--- src/rtl/q412_multiplier.sv ---
// Unsigned Q4.12 sequential shift-add multiplier: one multiplier bit per cycle,
// 32-bit exact accumulator, truncated Q4.12 result with saturation on overflow.
module q412_multiplier #(
  parameter int unsigned WIDTH     = 16,
  parameter int unsigned FRAC_BITS = 12
) (
  input  logic             clk,
  input  logic             rst,
  input  logic             start,
  input  logic [WIDTH-1:0] multiplicand,
  input  logic [WIDTH-1:0] multiplier,
  output logic [WIDTH-1:0] product,
  output logic             valid,
  output logic             error,
  output logic             busy
);

  localparam int unsigned ACC_W = 2 * WIDTH;
  localparam int unsigned CNT_W = 5;
  localparam int unsigned RES_HI = WIDTH + FRAC_BITS;

  typedef enum logic [1:0] {
    IDLE = 2'd0,
    CALC = 2'd1,
    DONE = 2'd2
  } state_e;

  state_e             state_q, state_d;
  logic [CNT_W-1:0]   cnt_q, cnt_d;
  logic [ACC_W-1:0]   acc_q, acc_d;
  logic [WIDTH-1:0]   a_q, a_d;
  logic [WIDTH-1:0]   b_q, b_d;
  logic [WIDTH-1:0]   product_q, product_d;
  logic               valid_q, valid_d;
  logic               error_q, error_d;
  logic               busy_q, busy_d;

  assign product = product_q;
  assign valid   = valid_q;
  assign error   = error_q;
  assign busy    = busy_q;

  // State and datapath registers
  always_ff @(posedge clk) begin
    if (rst) begin
      state_q   <= IDLE;
      cnt_q     <= '0;
      acc_q     <= '0;
      a_q       <= '0;
      b_q       <= '0;
      product_q <= '0;
      valid_q   <= 1'b0;
      error_q   <= 1'b0;
      busy_q    <= 1'b0;
    end else begin
      state_q   <= state_d;
      cnt_q     <= cnt_d;
      acc_q     <= acc_d;
      a_q       <= a_d;
      b_q       <= b_d;
      product_q <= product_d;
      valid_q   <= valid_d;
      error_q   <= error_d;
      busy_q    <= busy_d;
    end
  end

  // Next-state and output logic
  always_comb begin
    state_d   = state_q;
    cnt_d     = cnt_q;
    acc_d     = acc_q;
    a_d       = a_q;
    b_d       = b_q;
    product_d = product_q;
    valid_d   = 1'b0;
    error_d   = error_q;
    busy_d    = busy_q;

    unique case (state_q)
      IDLE: begin
        if (start) begin
          a_d       = multiplicand;
          b_d       = multiplier;
          acc_d     = '0;
          cnt_d     = '0;
          product_d = '0;
          error_d   = 1'b0;
          busy_d    = 1'b1;
          state_d   = CALC;
        end
      end

      CALC: begin
        // Zero operand is detected on the latched values before any bit is processed
        if ((cnt_q == '0) && ((a_q == '0) || (b_q == '0))) begin
          state_d = DONE;
        end else begin
          if (b_q[cnt_q[3:0]]) begin
            acc_d = acc_q + (ACC_W'(a_q) << cnt_q);
          end
          cnt_d = cnt_q + CNT_W'(1);
          if (cnt_q == CNT_W'(WIDTH - 1)) begin
            state_d = DONE;
          end
        end
      end

      DONE: begin
        valid_d = 1'b1;
        busy_d  = 1'b0;
        state_d = IDLE;
        if (acc_q[ACC_W-1:RES_HI] != '0) begin
          product_d = '1;
          error_d   = 1'b1;
        end else begin
          product_d = acc_q[RES_HI-1:FRAC_BITS];
          error_d   = 1'b0;
        end
      end

      default: begin
        state_d = IDLE;
      end
    endcase
  end

endmodule
--- config.mk ---
export PLATFORM = sky130hd
export DESIGN_NAME = q412_multiplier
export DESIGN_NICKNAME = d
export VERILOG_FILES = /design/src/rtl/q412_multiplier.sv
export SDC_FILE = /design/constraint.sdc
export NUM_CORES = 1
export LEC_CHECK = 0
export ABC_AREA = 1
export CORE_MARGIN = 8
export CORE_UTILIZATION = 35
export CTS_CLUSTER_DIAMETER = 120
export DETAILED_ROUTE_END_ITERATION = 6
export PLACE_DENSITY = 0.51
export SYNTH_ARGS = -nofsm -noshare
export SYNTH_HDL_FRONTEND = slang
export SYNTH_SLANG_ARGS = --single-unit
--- constraint.sdc ---
create_clock -name clk -period 8.8 [get_ports clk]
set_clock_uncertainty 0.1 [all_clocks]
set_input_delay 1.76 -clock clk [delete_from_list [all_inputs] [get_ports clk]]
set_output_delay 1.76 -clock clk [all_outputs]
set_load 0.02 [all_outputs]
# After elaboration in Yosys (flattened, before gate mapping)
# Index checks and enable logic that the tools add are counted.
# totals
word_cells,56
in_bits,35
ff_bits,90
output_inout_bits,19
# op_classes
eq_ne,7
shift,1
n_reduce_logical,14
n_addsub,2
order_cmp,1
mux,22
# ops
operator,n
two-way mux 32 bit,3
case mux 32 bit (2 select lines),1
adder 32 bit,1
logical NOT 16 bit,2
two-way mux 16 bit,2
case mux 16 bit (2 select lines),1
<< shifter 16 x 5 -> 32 bit,1
two-way mux 5 bit,2
case mux 5 bit (2 select lines),1
two-way mux 2 bit,3
!= test 2 bit (second input constant),3
AND reduction 2 bit,3
adder 5 x 1 -> 5 bit (second input constant),1
== test 5 x 4 -> 1 bit (second input constant),1
logical NOT 5 bit,1
less-than comparator 4 x 5 -> 1 bit (second input constant),1
two-way mux 1 bit,5
binary-select mux 1 bit (select 4 bit),1
case mux 1 bit (2 select lines),2
case mux 2 bit (2 select lines),1
AND reduction 4 bit,1
nonzero test 2 bit,2
nonzero test 4 bit,1
!= test 3 bit (second input constant),1
6 further kinds,6

# Longest topological paths before layout
# Gate-level depths: netlist (run 1).
# logic_depth
word_depth,5
depth_mapped,25

# Least setup slack after synthesis (run 1)
# OpenSTA, ideal clock, no wires.
# synth_timing
kind,register to register
from,register cnt_q[0]
to,register acc_q[27]
synth_period_minus_slack_ns,3.041
stages_incl_launch_ff,21
setup_slack_ns,5.759
t_arrival_ns,2.810
path_cell_list,dfxtp_1 -> inv_2 -> buf_4 -> buf_4 -> o21ai_0 -> nand2_1 -> o21ai_0 -> mux2i_1 -> o21ai_0 -> o21ai_0 -> ha_1 -> nand2_1 -> inv_1 -> nand3_1 -> nor3_1 -> nand3_1 -> or2_2 -> nand2_1 -> nand2_1 -> nand3_1 -> a21oi_1
# synth_between
elab_chain_cells,5
word_cells_on_any_way,12
cone_classes,add/sub: 1; eq/ne: 2; shift: 1; mux: 5; reduce/logical: 3
# synth_lines
element,line,source
start: declaration,29,"logic [CNT_W-1:0] cnt_q, cnt_d;"
start signal: assignment,57,cnt_q <= cnt_d;
<< shifter 16 x 5 -> 32 bit,100,acc_d = acc_q + (ACC_W'(a_q) << cnt_q);
adder 32 bit,100,
two-way mux 32 bit,99,if (b_q[cnt_q[3:0]]) begin
two-way mux 32 bit,96,if ((cnt_q == '0) && ((a_q == '0) || (b_q == '0))) begin
case mux 32 bit (2 select lines),80,unique case (state_q)
end signal: assignment,48,acc_q <= '0;
end signal: assignment,58,acc_q <= acc_d;
end: declaration,30,"logic [ACC_W-1:0] acc_q, acc_d;"
# Parallel ways exist; a longest one is shown, timed or not. The select of a mux whose other input is x is not followed.
# A chain may end at the register's enable or synchronous reset.

# Final worst setup path (run 1)
# Ends and elaborated chain as after synthesis.

==> results of run 1 <==
-- per-layer routing --
layer	global-route usage, %	share of wire (%)	wire [µm]
met1	24.6	50	10200
met2	27.2	43	8810
met3	3.12	4.7	965
met4	5.62	2.2	448
met5	0	0	0
-- sequential cells by signal, indices dropped and copies added, names as in the netlist, 2 cells and up --
register / count
acc_q: 32
product: 16
a_q: 16
b_q: 16
cnt_q: 5
state_q: 2
-- worst max-delay path, cell delays in order (launching register included) --
cell,delay (ns)
dfxtp_1,0.96
inv_2,0.40
o21ai_0,0.37
nand2_1,0.08
o21ai_0,0.12
mux2i_1,0.15
o21ai_0,0.29
o21ai_0,0.20
ha_1,0.45
nand2_1,0.12
inv_1,0.08
nand3_1,0.15
nor3_1,0.28
nand3_1,0.10
or2_2,0.31
nand2_1,0.06
nand2_1,0.05
nand3_1,0.06
a21oi_1,0.07
-- Yosys cell counts (4+ instances only) --
cell type  count  area (µm²)
buf_4          5        37.5
o21ai_1        4        20.0
buf_6          4        45.0
inv_1         95         357
nor2_1       128         480
a21oi_1       94         470
xor2_1        13         114
clkbuf_1      24        90.1
o21ai_0       79         395
o21bai_1       6        45.0
o221ai_1       4        35.0
nand4_1        6        37.5
ha_1          34         425
a22oi_1        6        45.0
nor3_1        16        80.1
nand2_1      269        1010
o22ai_1        6        37.5
a21oi_2       11        96.3
clkinv_1       5        18.8
a221oi_1       9        78.8
dfxtp_1       90        1800
nand2_2       12        75.1
nand3_1       72         360
o211ai_1       5        37.5
buf_2          6        30.0
-- metrics by stage --
stage          hold slack (ns)  utilization (%)
6_report                 0.362             40.9
5_1_grt                  0.380             40.9
4_1_cts                  0.366             40.9
3_5_place_dp             0.355             39.3
3_3_place_gp             0.353             39.3
2_1_floorplan            0.343                -
-- worst max-delay path by stage --
stage	to	slack, ns
floorplan	acc_q[27]	5.76
global placement	acc_q[27]	4.25
detailed placement	acc_q[27]	4.30
CTS	acc_q[27]	4.30
global route	acc_q[27]	3.73
finish	acc_q[27]	4.26
-- cell type report --
class | instances | area, µm² | area share (%)
flip-flops and latches | 90 | 1800 | 24.3
multi-input cells | 799 | 4070 | 55.0
clock inverters | 5 | 42.5 | 0.574
clock buffers | 11 | 253 | 3.41
well taps | 229 | 287 | 3.87
repair buffers | 57 | 556 | 7.50
inverters | 104 | 395 | 5.34
-- power groups by stage --
stage,Sequential (W),Clock (W),Combinational [W]
after floorplan,0.000449,0,0.000200
after global placement,0.000461,0,0.000266
after detailed placement,0.000461,0,0.000264
after CTS,0.000452,0.000408,0.000265
after global routing,0.000456,0.000419,0.000297
final,0.000452,0.000396,0.000263
-- cells in the final DEF, fill, tap and decap left out, types with 2 or more instances in the layout --
cell type        count
o21bai_1             6
nand3b_1             2
xor2_1              13
a21oi_1             94
nand4_1              6
nor2_1             128
clkdlybuf4s50_1     52
nand2_2             12
o211ai_1             5
mux2i_1              3
nand3_1             72
o221ai_1             4
nand3_2              3
inv_2                3
a22oi_1              6
clkbuf_8             2
a21oi_2             11
ha_1                34
dfxtp_1             90
buf_4                4
nand2_1            269
and2_1               2
o21ai_1              4
o21a_1               3
inv_6                3
o22ai_1              6
o21ai_0             79
clkinv_1             5
a221oi_1             9
clkinv_4             2
inv_1               95
nor3_1              16
clkbuf_16            9
nor2_2               3
-- logic make-up (layout without fill, tap and decap cells) --
| kind of cell | Yosys count | after routing |
|---|---|---|
| DFF | 90 | 90 |
| and+or+nand+nor | 518 | 518 |
| xor gates and xnor gates | 14 | 14 |
| AOI/OAI and AO/OA | 229 | 229 |
| buffers and inverters | 144 | 177 |
| adders and majority gates | 35 | 35 |
| muxes | 3 | 3 |
==> results.md, run 1 <==
- Status: completed
- Worst min-delay path class: reg -> reg
- Worst Path Max Fanout: 31
- Syn-to-layout area delta: 14.4%
- Startpoint Class: register
- Hold wc startpoint: error
- Req. time, crit path: 8.92 ns
- Final worst setup slack: 4.26 ns
- H-tree levels: 3
- TritonCTS clock tree: built
- DIE WIDTH: 152 µm
- Total power: ~0.0011 W
- Power Dens Cells: ~150 nW/µm²
- Vias in the first global route: 6181
- Synth Area in Simple Gates: around 33%
- Post CTS Setup Buffer Count: 0
- Pin count of the biggest net entering global routing: 56
- Syn nets: around 1100
- Mux cell area share after synthesis: less than 1%
- Buffers on Ports: 53
- Via count: about 6500
- Comb power frac: between 20% and 30%
- Starting Density: 35.8%
- Wire per inst: between 15 and 20 µm
- Max frequency: between 200 and 250 MHz
- Setup TNS: 0 ns
- Crit end category: register
- Dpl cells: roughly 1300
- Number of enable flip-flop cells after synthesis: 0
- GRT Resource Usage Total: ~18%
- Drt drc: 0
- Pleak: ~3.2 nW
- Synthesized flop and latch total: 90
- Share of post-route cells with drive strength above 1: under 10%
- Fill cells: 1965
- Routed Antenna Nets: 0
- Post-synthesis adder-cell area fraction: 6.88%
- Fin nets: 1131
- Clock transition at the registers of the reported paths: 0.08 ns
- CTS sink count: 90
- Slew margin rel.: 33.7%
- RSZ-0062 raised after global routing: false
- Sequential fraction of the synthesis area: between 20 and 30%
- Die ar.: between 20000 and 25000 µm²
- Synth Area in XOR/XNOR: under 10%
- Synth unique cells: 43
- Post-CTS Resized: 0
- RR Startpoint: cnt_q[0]
- Critical path launch point: cnt_q[0]
- Post-CTS Hold Buffers: 0
- Sw power: just under 0.0004 W
- Die Height: about 150 µm
- Max-slew violations: 0
- WP data arrival: ~4.7 ns
- Root Driver: clkbuf_16
- Antenna diodes: 0
- Finished Cell Area: 7410 µm²
- Post-synth ARST share: 0%
- Main combinational cell family by area after synthesis: simple AND/OR/NAND/NOR gates
- Sequential share of power: 40.7%
- Finished Layout Cells: 1295
- Drt first pass iters: 5
- Post-placement setup slack: about 4.3 ns
- Congestion Overflow GR: 0
- Placed cell areas: roughly 7100 µm²
- Cell Area, Synth: 6470 µm²
- Tcrit/Tclk final: about half
- First-pass GRT wire length: between 30000 and 40000 µm
- Dominant synthesized flop cell: dfxtp_1
- Via-to-Cell Ratio: 5.04
- Post-synthesis cell count: 1033
- Final setup vio count: 0
- DR iter-0 viols: about 440
- Final Hold Vio Count: 0
- Internal power: 0.000725 W
- Clock share of power: 35.6%
- Synth warn: 0
- Post-synthesis compound-gate area fraction: about a fifth
- I/O pin cnt: between 50 and 60
- Total CTS buffers: 9
- Deepest clock path buffer count: 2
- Tmin final: between 4 and 5 ns
- Hold Path End: error
- Routed wire length: between 20000 and 25000 µm
- Worst skew pair latency: about 0.36 ns
- Avg Synthesized Cell Area: between 6 and 7 µm²
- Max cap viols: 0
- Worst Tran Pin Value: just under 1 ns
- Cell row count: 49
- Peak VDD IR: ~0.15 mV
- Initial antenna violation count: 0
- Final RePlAce weighted congestion: just under 1
- Switching Fraction: about a third
- Crit Path Class: reg -> reg
- FF-to-FF setup slack: 4.26 ns
- FF-to-FF End: acc_q[27]
- Hpwl dp: 15700 µm
- Core area: approximately 18000 µm²
- Worst hold stages: 2
- Reg2reg path depth: 18
Note: power is estimated with default switching activity, not from simulation.
==> run 2: changes to the inputs <==
- PLACE_DENSITY: 0.51 -> 0.53
- clock period: 8.8 -> 3.8 ns (I/O delays scaled with it)
==> run 2 against run 1 <==
Combinational power grew 140%. Flip-flop and latch count is the same. Wire length grew 3.0%. Global-route usage grew 0.35 points. Sequential power grew 130%. Via count grew 2.3%. Fmax grew 28%. Clock power grew 130%. Critical path type unchanged. Highest routed layer unchanged.
==> results.md, run 2 (synthesis gave the netlist of run 1 again) <==
- Initial antenna violation count: 0 (unchanged)
- Hold wc startpoint: error (unchanged)
- Critical path launch point: cnt_q[0] (unchanged)
- Top reg by flops: acc_q (unchanged)
- Slew margin rel.: 40.5% (was 33.7%)
- Register Area: 1800 µm² (about the same)
- Placed cell areas: 7230 µm² (was 7110 µm²)
- Commonest cells after routing, fill and taps aside: nand2_1 (269), nor2_1 (128), inv_1 (95), a21oi_1 (94), dfxtp_1 (89) (was nand2_1 (269), nor2_1 (128), inv_1 (95), a21oi_1 (94), dfxtp_1 (90))
- Tmin final: 3.56 ns (was 4.54 ns)
- Status: completed (unchanged)
- Post CTS Setup Buffer Count: 0 (unchanged)
- Routed Antenna Nets: 0 (unchanged)
- Tcrit/Tclk final: 93.6% (was 51.6%)
- First-pass GRT wire length: 33900 µm (was 33400 µm)
- Setup TNS: 0 ns (unchanged)
- GRT Resource Usage Total: 18.1% (was 17.7%)
- Critical Path Max Stage Delay: 0.42 ns (was 0.96 ns)
- Slowest-stage cell, CP: o21ai_0 (was dfxtp_1)
- Worst hold stages: 2 (unchanged)
- RR Startpoint: cnt_q[0] (unchanged)
- Fill cells: 1924 (was 1965)
- Wire per inst: 16.1 µm (was 15.8 µm)
- Share of post-route cells with drive strength above 1: 6.76% (was 5.44%)
- Crit end category: register (unchanged)
- DR iter-0 viols: 442 (was 441)
- Crit Path Class: reg -> reg (unchanged)
- Peak VDD IR: 0.251 mV (was 0.151 mV)
- Worst skew pair latency: 0.37 ns (was 0.36 ns)
- Antenna diodes: 0 (unchanged)
- Cell row count: 49 (unchanged)
- Reg2reg path depth: 16 (was 18)
- Startpoint Class: register (unchanged)
- Worst min-delay path class: reg -> reg (unchanged)
- Congestion Overflow GR: 0 (unchanged)
- Hpwl dp: 16300 µm (was 15700 µm)
- Most common cell after layout, fill and taps aside: nand2_1 (unchanged)
- Die ar.: 23100 µm² (unchanged)
- Drt drc: 0 (unchanged)
- Max-slew violations: 0 (unchanged)
- Deepest clock path buffer count: 2 (unchanged)
- Total CTS buffers: 9 (unchanged)
- Pin count of the biggest net entering global routing: 55 (was 56)
- DIE WIDTH: 152 µm (unchanged)
- Pleak: 3.29 nW (was 3.21 nW)
- I/O pin cnt: 54 (unchanged)
- Fin nets: 1145 (was 1131)
- CP cell instances: buf_12 -> o21ai_0 -> mux2i_1 -> o21ai_0 -> o21ai_0 -> nor2_1 -> ha_1 -> a21oi_1 -> nand2_1 -> a21oi_1 -> nand2_1 -> a21oi_1 -> inv_1 -> nand2_1 -> nand3_1 -> a21oi_1 (was inv_2 -> o21ai_0 -> nand2_1 -> o21ai_0 -> mux2i_1 -> o21ai_0 -> o21ai_0 -> ha_1 -> nand2_1 -> inv_1 -> nand3_1 -> nor3_1 -> nand3_1 -> or2_2 -> nand2_1 -> nand2_1 -> nand3_1 -> a21oi_1)
- Syn-to-layout area delta: 16.4% (was 14.4%)
- Final setup vio count: 0 (unchanged)
- Max cap viols: 0 (unchanged)
- TritonCTS clock tree: built (unchanged)
- FF-to-FF setup slack: 0.24 ns (was 4.26 ns)
- Root Driver: clkbuf_16 (unchanged)
- Clock transition at the registers of the reported paths: 0.07 ns (was 0.08 ns)
- Worst Path Max Fanout: 25 (was 31)
- Routed wire length: 21000 µm (was 20400 µm)
- Vias in the first global route: 6296 (was 6181)
- Crit path to: acc_q[23] (was acc_q[27])
- Power Dens Cells: 346 nW/µm² (was 150 nW/µm²)
- Drt first pass iters: 5 (unchanged)
- Die Height: 152 µm (unchanged)
- Finished Cell Area: 7540 µm² (was 7410 µm²)
- Via count: 6683 (was 6531)
- RSZ-0062 raised after global routing: false (unchanged)
- CTS sink count: 90 (unchanged)
- Number of flip-flops in the largest register: 32 (unchanged)
- Final RePlAce weighted congestion: 0.924 (was 0.977)
- Buffers on Ports: 53 (unchanged)
- Final Hold Vio Count: 0 (unchanged)
- Cell repeated most along the worst path: a21oi_1
- Via-to-Cell Ratio: 5.11 (was 5.04)
- Max frequency: 281 MHz (was 220 MHz)
- Worst Tran Pin Value: 0.892 ns (was 0.991 ns)
- FF-to-FF End: acc_q[23] (was acc_q[27])
- Multi-input gate area: 4070 µm² (unchanged)
- Starting Density: 35.8% (unchanged)
- WP data arrival: 3.75 ns (was 4.66 ns)
- H-tree levels: 3 (unchanged)
- Req. time, crit path: 3.99 ns (was 8.92 ns)
- Core area: 18100 µm² (unchanged)
## run 2: cell types whose count changed in the layout (fill, tap and decap cells not counted), sizes merged
cell and change:
buf +14, clkbuf -2, clkinv +1, inv +1
## run 2: cell type report
cell class | count | share of cell area [%]
Timing Repair Buffer | 71 | 8.93
Clock inverter | 7 | 1.06
Inverter | 104 | 5.28
Multi-Input combinational cell | 799 | 54.0
Tap cell | 229 | 3.80
Clock buffer | 9 | 2.99
Sequential cell | 90 | 23.9
## run 2: metrics by stage
step | power [W] | setup WS, ns | hold slack (ns) | utilization, % | std cells
finish | 0.00261 | 0.244 | 0.364 | 41.7 | 1309
global route | 0.00276 | 0.0153 | 0.391 | 41.7 | 1309
CTS | 0.00263 | 0.204 | 0.366 | 41.7 | 1309
detailed placement | 0.00170 | 0.207 | 0.355 | 40.0 | 1293
global placement | 0.00170 | 0.266 | 0.356 | 40.0 | 1293
floorplan | 0.00150 | 0.759 | 0.343 | - | 1033
## run 2: repair_timing
action | CTS | global route
gates resized for setup | 0 | 5
hold buffers | 0 | 0
endpoints found under the setup margin | 0 | 12
## run 2: per-layer routing
metal | share of wire, % | vias up | GRT usage [%]
met4 | 1.5 | 0 | 4.90
li1 | - | 3494 | -
met3 | 4.4 | 15 | 2.86
met2 | 44 | 165 | 28.3
met1 | 50 | 3009 | 25.1
met5 | 0 | - | 0
## run 2: how the worst min path moves through the flow
stage	endpoint	slack, ns
detailed placement	product[15]	0.35
global placement	error	0.36
global route	acc_q[10]	0.39
finish	error	0.36
CTS	product[15]	0.37
floorplan	acc_q[0]	0.34
## run 2: worst max-delay path: cells and delay by family (launching register included)
kind / cells / cell delay, ns
AND/OR/NAND/NOR: 5 / 0.62
AO/OA/AOI/OAI: 7 / 1.68
adder cells (fa/ha/maj): 1 / 0.31
flip-flops: 1 / 0.37
buffers and inverters: 2 / 0.23
multiplexers: 1 / 0.16
## run 2: power breakdown
| part | internal (W) | switching [W] |
|---|---|---|
| clock network | 0.000469 | 0.000460 |
| registers | 0.000992 | 0.0000455 |
| logic | 0.000217 | 0.000426 |
==> run 3: changes to the inputs <==
- CAP_MARGIN: unset -> 0
- clock period: 3.8 -> 2.86 ns (I/O delays scaled with it)
==> run 3 against run 2 <==
Core utilization rose by 16 points. Global-route usage rose by 1.2 points. The run now ends with negative setup slack left. Largest cell class unchanged. Critical path depth rose by 5. Flip-flop and latch count did not move.
==> results.md, run 3 (synthesis gave the netlist of run 1 again) <==
- Status: complete, but fails checks (was completed)
- Violated checks: negative setup slack
- Drt drc: 0 (unchanged)
- Pleak: 4.51 nW (was 3.29 nW)
- Worst skew pair latency: 0.36 ns (was 0.37 ns)
- Via-to-Cell Ratio: 5.08 (was 5.11)
- Critical path launch point: cnt_q[0] (unchanged)
- Drt first pass iters: 5 (unchanged)
- Max cap viols: 0 (unchanged)
- Pin count of the biggest net entering global routing: 55 (unchanged)
- Post-placement setup slack: -0.422 ns (was 0.207 ns)
- Root Driver: clkbuf_16 (unchanged)
- Final Hold Vio Count: 0 (unchanged)
- FF-to-FF setup slack: -0.08 ns (was 0.24 ns)
- RR Startpoint: cnt_q[0] (unchanged)
- CP top delay family: simple AND/OR/NAND/NOR gates (was compound AO/OA/AOI/OAI gates)
- Fill cells: 1635 (was 1924)
- Core area: 18100 µm² (unchanged)
- Wire per inst: 15.8 µm (was 16.1 µm)
- Antenna diodes: 0 (unchanged)
- WP data arrival: 3.13 ns (was 3.75 ns)
- RSZ-0062 raised after global routing: true (was false)
- Startpoint Class: register (unchanged)
- Max frequency: 340 MHz (was 281 MHz)
- Crit end category: register (unchanged)
- Vias in the first global route: 7326 (was 6296)
- CP cell instances: buf_6 -> nand2_4 -> buf_4 -> nand3_1 -> nand3_1 -> nand2_1 -> nand2_1 -> buf_4 -> nor2_4 -> ha_4 -> nand2_2 -> inv_4 -> a21oi_2 -> nor2_1 -> nor2_1 -> nand2_2 -> nand2_1 -> nand2_1 -> nand2_1 -> nand3_2 -> a21oi_2 (was buf_12 -> o21ai_0 -> mux2i_1 -> o21ai_0 -> o21ai_0 -> nor2_1 -> ha_1 -> a21oi_1 -> nand2_1 -> a21oi_1 -> nand2_1 -> a21oi_1 -> inv_1 -> nand2_1 -> nand3_1 -> a21oi_1)
- Max-slew violations: 0 (unchanged)
- DIE WIDTH: 152 µm (unchanged)
- Die ar.: 23100 µm² (unchanged)
- Req. time, crit path: 3.05 ns (was 3.99 ns)
- Final RePlAce weighted congestion: 0.901 (was 0.924)
- Most common cell after layout, fill and taps aside: nand2_1 (unchanged)
- Post-CTS Hold Buffers: 0 (unchanged)
- Tmin final: 2.94 ns (was 3.56 ns)
- FF-to-FF End: acc_q[21] (was acc_q[23])
- Tcrit/Tclk final: 103% (was 93.6%)
- TritonCTS clock tree: built (unchanged)
- Initial antenna violation count: 0 (unchanged)
- Final Util: 57.8% (was 41.7%)
- Worst Tran Pin Value: 1.21 ns (was 0.892 ns)
- Top reg by flops: acc_q (unchanged)
- Worst Path Max Fanout: 6 (was 25)
- Total CTS buffers: 9 (unchanged)
- I/O pin cnt: 54 (unchanged)
- Commonest cells after routing, fill and taps aside: nand2_1 (190), buf_4 (175), nor2_1 (92), dfxtp_1 (86), inv_1 (81) (was nand2_1 (269), nor2_1 (128), inv_1 (95), a21oi_1 (94), dfxtp_1 (89))
- Buffers on Ports: 53 (unchanged)
- Crit path to: acc_q[21] (was acc_q[23])
- Syn-to-layout area delta: 61.5% (was 16.4%)
- Reg2reg path depth: 21 (was 16)
- Worst min-delay path class: reg -> reg (unchanged)
- First-pass GRT wire length: 36700 µm (was 33900 µm)
- Deepest clock path buffer count: 2 (unchanged)
- Peak VDD IR: 0.308 mV (was 0.251 mV)
- Total power: 0.00411 W (was 0.00261 W)
- H-tree levels: 3 (unchanged)
- Finished Layout Cells: 1483 (was 1309)
- Crit. path cell count: 21 (was 16)
- Critical Path Max Stage Delay: 0.42 ns (about the same)
- GRT Resource Usage Total: 19.2% (was 18.1%)
- Final setup vio count: 14 (was 0)
- Routed Antenna Nets: 0 (unchanged)
- Slowest-stage cell, CP: dfxtp_4 (was o21ai_0)
- Starting Density: 35.8% (unchanged)
- Final worst setup slack: -0.0784 ns (was 0.244 ns)
- CP Buf/Inv Count: 4 (was 2)
- Share of post-route cells with drive strength above 1: 40.9% (was 6.76%)
- Number of flip-flops in the largest register: 32 (unchanged)
- Congestion Overflow GR: 0 (unchanged)
- Setup TNS: -0.677 ns (was 0 ns)
- Slew margin rel.: 19.3% (was 40.5%)
- Hpwl dp: 16600 µm (was 16300 µm)
- Routed wire length: 23400 µm (was 21000 µm)
- Die Height: 152 µm (unchanged)
- DR iter-0 viols: 391 (was 442)
- CTS sink count: 90 (unchanged)
- Power Dens Cells: 393 nW/µm² (was 346 nW/µm²)
- Fin nets: 1319 (was 1145)
- Clock transition at the registers of the reported paths: 0.08 ns (was 0.07 ns)
- Via count: 7535 (was 6683)
- Cell row count: 49 (unchanged)
- Crit Path Class: reg -> reg (unchanged)
- Cell repeated most along the worst path: nand2_1 (was a21oi_1)
- Dpl cells: 1436 (was 1293)
==> run 3: cell types whose count changed in the layout (fill, tap and decap cells not counted), moves of 30 or more <==
cell,change
nand2_2,+49
o21ai_0,-36
a21oi_1,-30
buf_4,+158
nand2_1,-79
nor2_1,-36
==> run 3: worst min path at each step <==
stage	to	depth (start not counted)	from	slack, ns
6_report	error	2	error	0.36
3_5_place_dp	error	2	error	0.36
2_1_floorplan	acc_q[0]	2	acc_q[0]	0.34
3_3_place_gp	error	2	error	0.35
5_1_grt	b_q[8]	2	b_q[8]	0.40
4_1_cts	error	2	error	0.37
==> run 3: report_power, final <==
part	total, W	internal [W]	leakage, nW	switching, W
logic	0.00153	0.000681	3.64	0.000851
registers	0.00137	0.00132	0.735	0.0000523
clock network	0.00121	0.000610	0.134	0.000600
total	0.00411	0.00261	4.51	0.00150
==> run 3: repair_timing <==
item | in CTS | in global routing
pin swaps | 59 | 110
gates resized for setup | 200 | 208
endpoints found under the setup margin | 26 | 27
buffers inserted | 24 | 7
==> run 3: per-layer routing <==
| metal | track usage [%] | vias up | routed length [µm] |
|---|---|---|---|
| met3 | 3.29 | 38 | 761 |
| met1 | 23.9 | 3505 | 10600 |
| met5 | 0 | - | 0 |
| li1 | - | 3850 | - |
| met2 | 33.2 | 142 | 11400 |
| met4 | 5.81 | 0 | 611 |
==> run 3: stage by stage <==
| stage | area [µm²] | hold WS (ns) |
|---|---|---|
| finish | 10500 | 0.363 |
| global route | 10500 | 0.396 |
| CTS | 9500 | 0.367 |
| floorplan | 6490 | 0.343 |
| global placement | 8330 | 0.351 |
| detailed placement | 8330 | 0.356 |
==> run 3: cell type report <==
| cell class | count | area (µm²) | share of cell area [%] |
|---|---|---|---|
| multi-input combinational | 799 | 5610 | 53.7 |
| timing repair buffer | 245 | 2060 | 19.7 |
| sequential | 90 | 1810 | 17.3 |
| inverter | 104 | 410 | 3.92 |
| tap | 229 | 287 | 2.74 |
| clock buffer | 10 | 229 | 2.19 |
| clock inverter | 6 | 55.1 | 0.526 |
==> run 3: worst min-delay path, stage by stage (launching register included) <==
cell	delay (ns)
dfxtp_1	0.31
nand2_1	0.06
a21oi_1	0.05
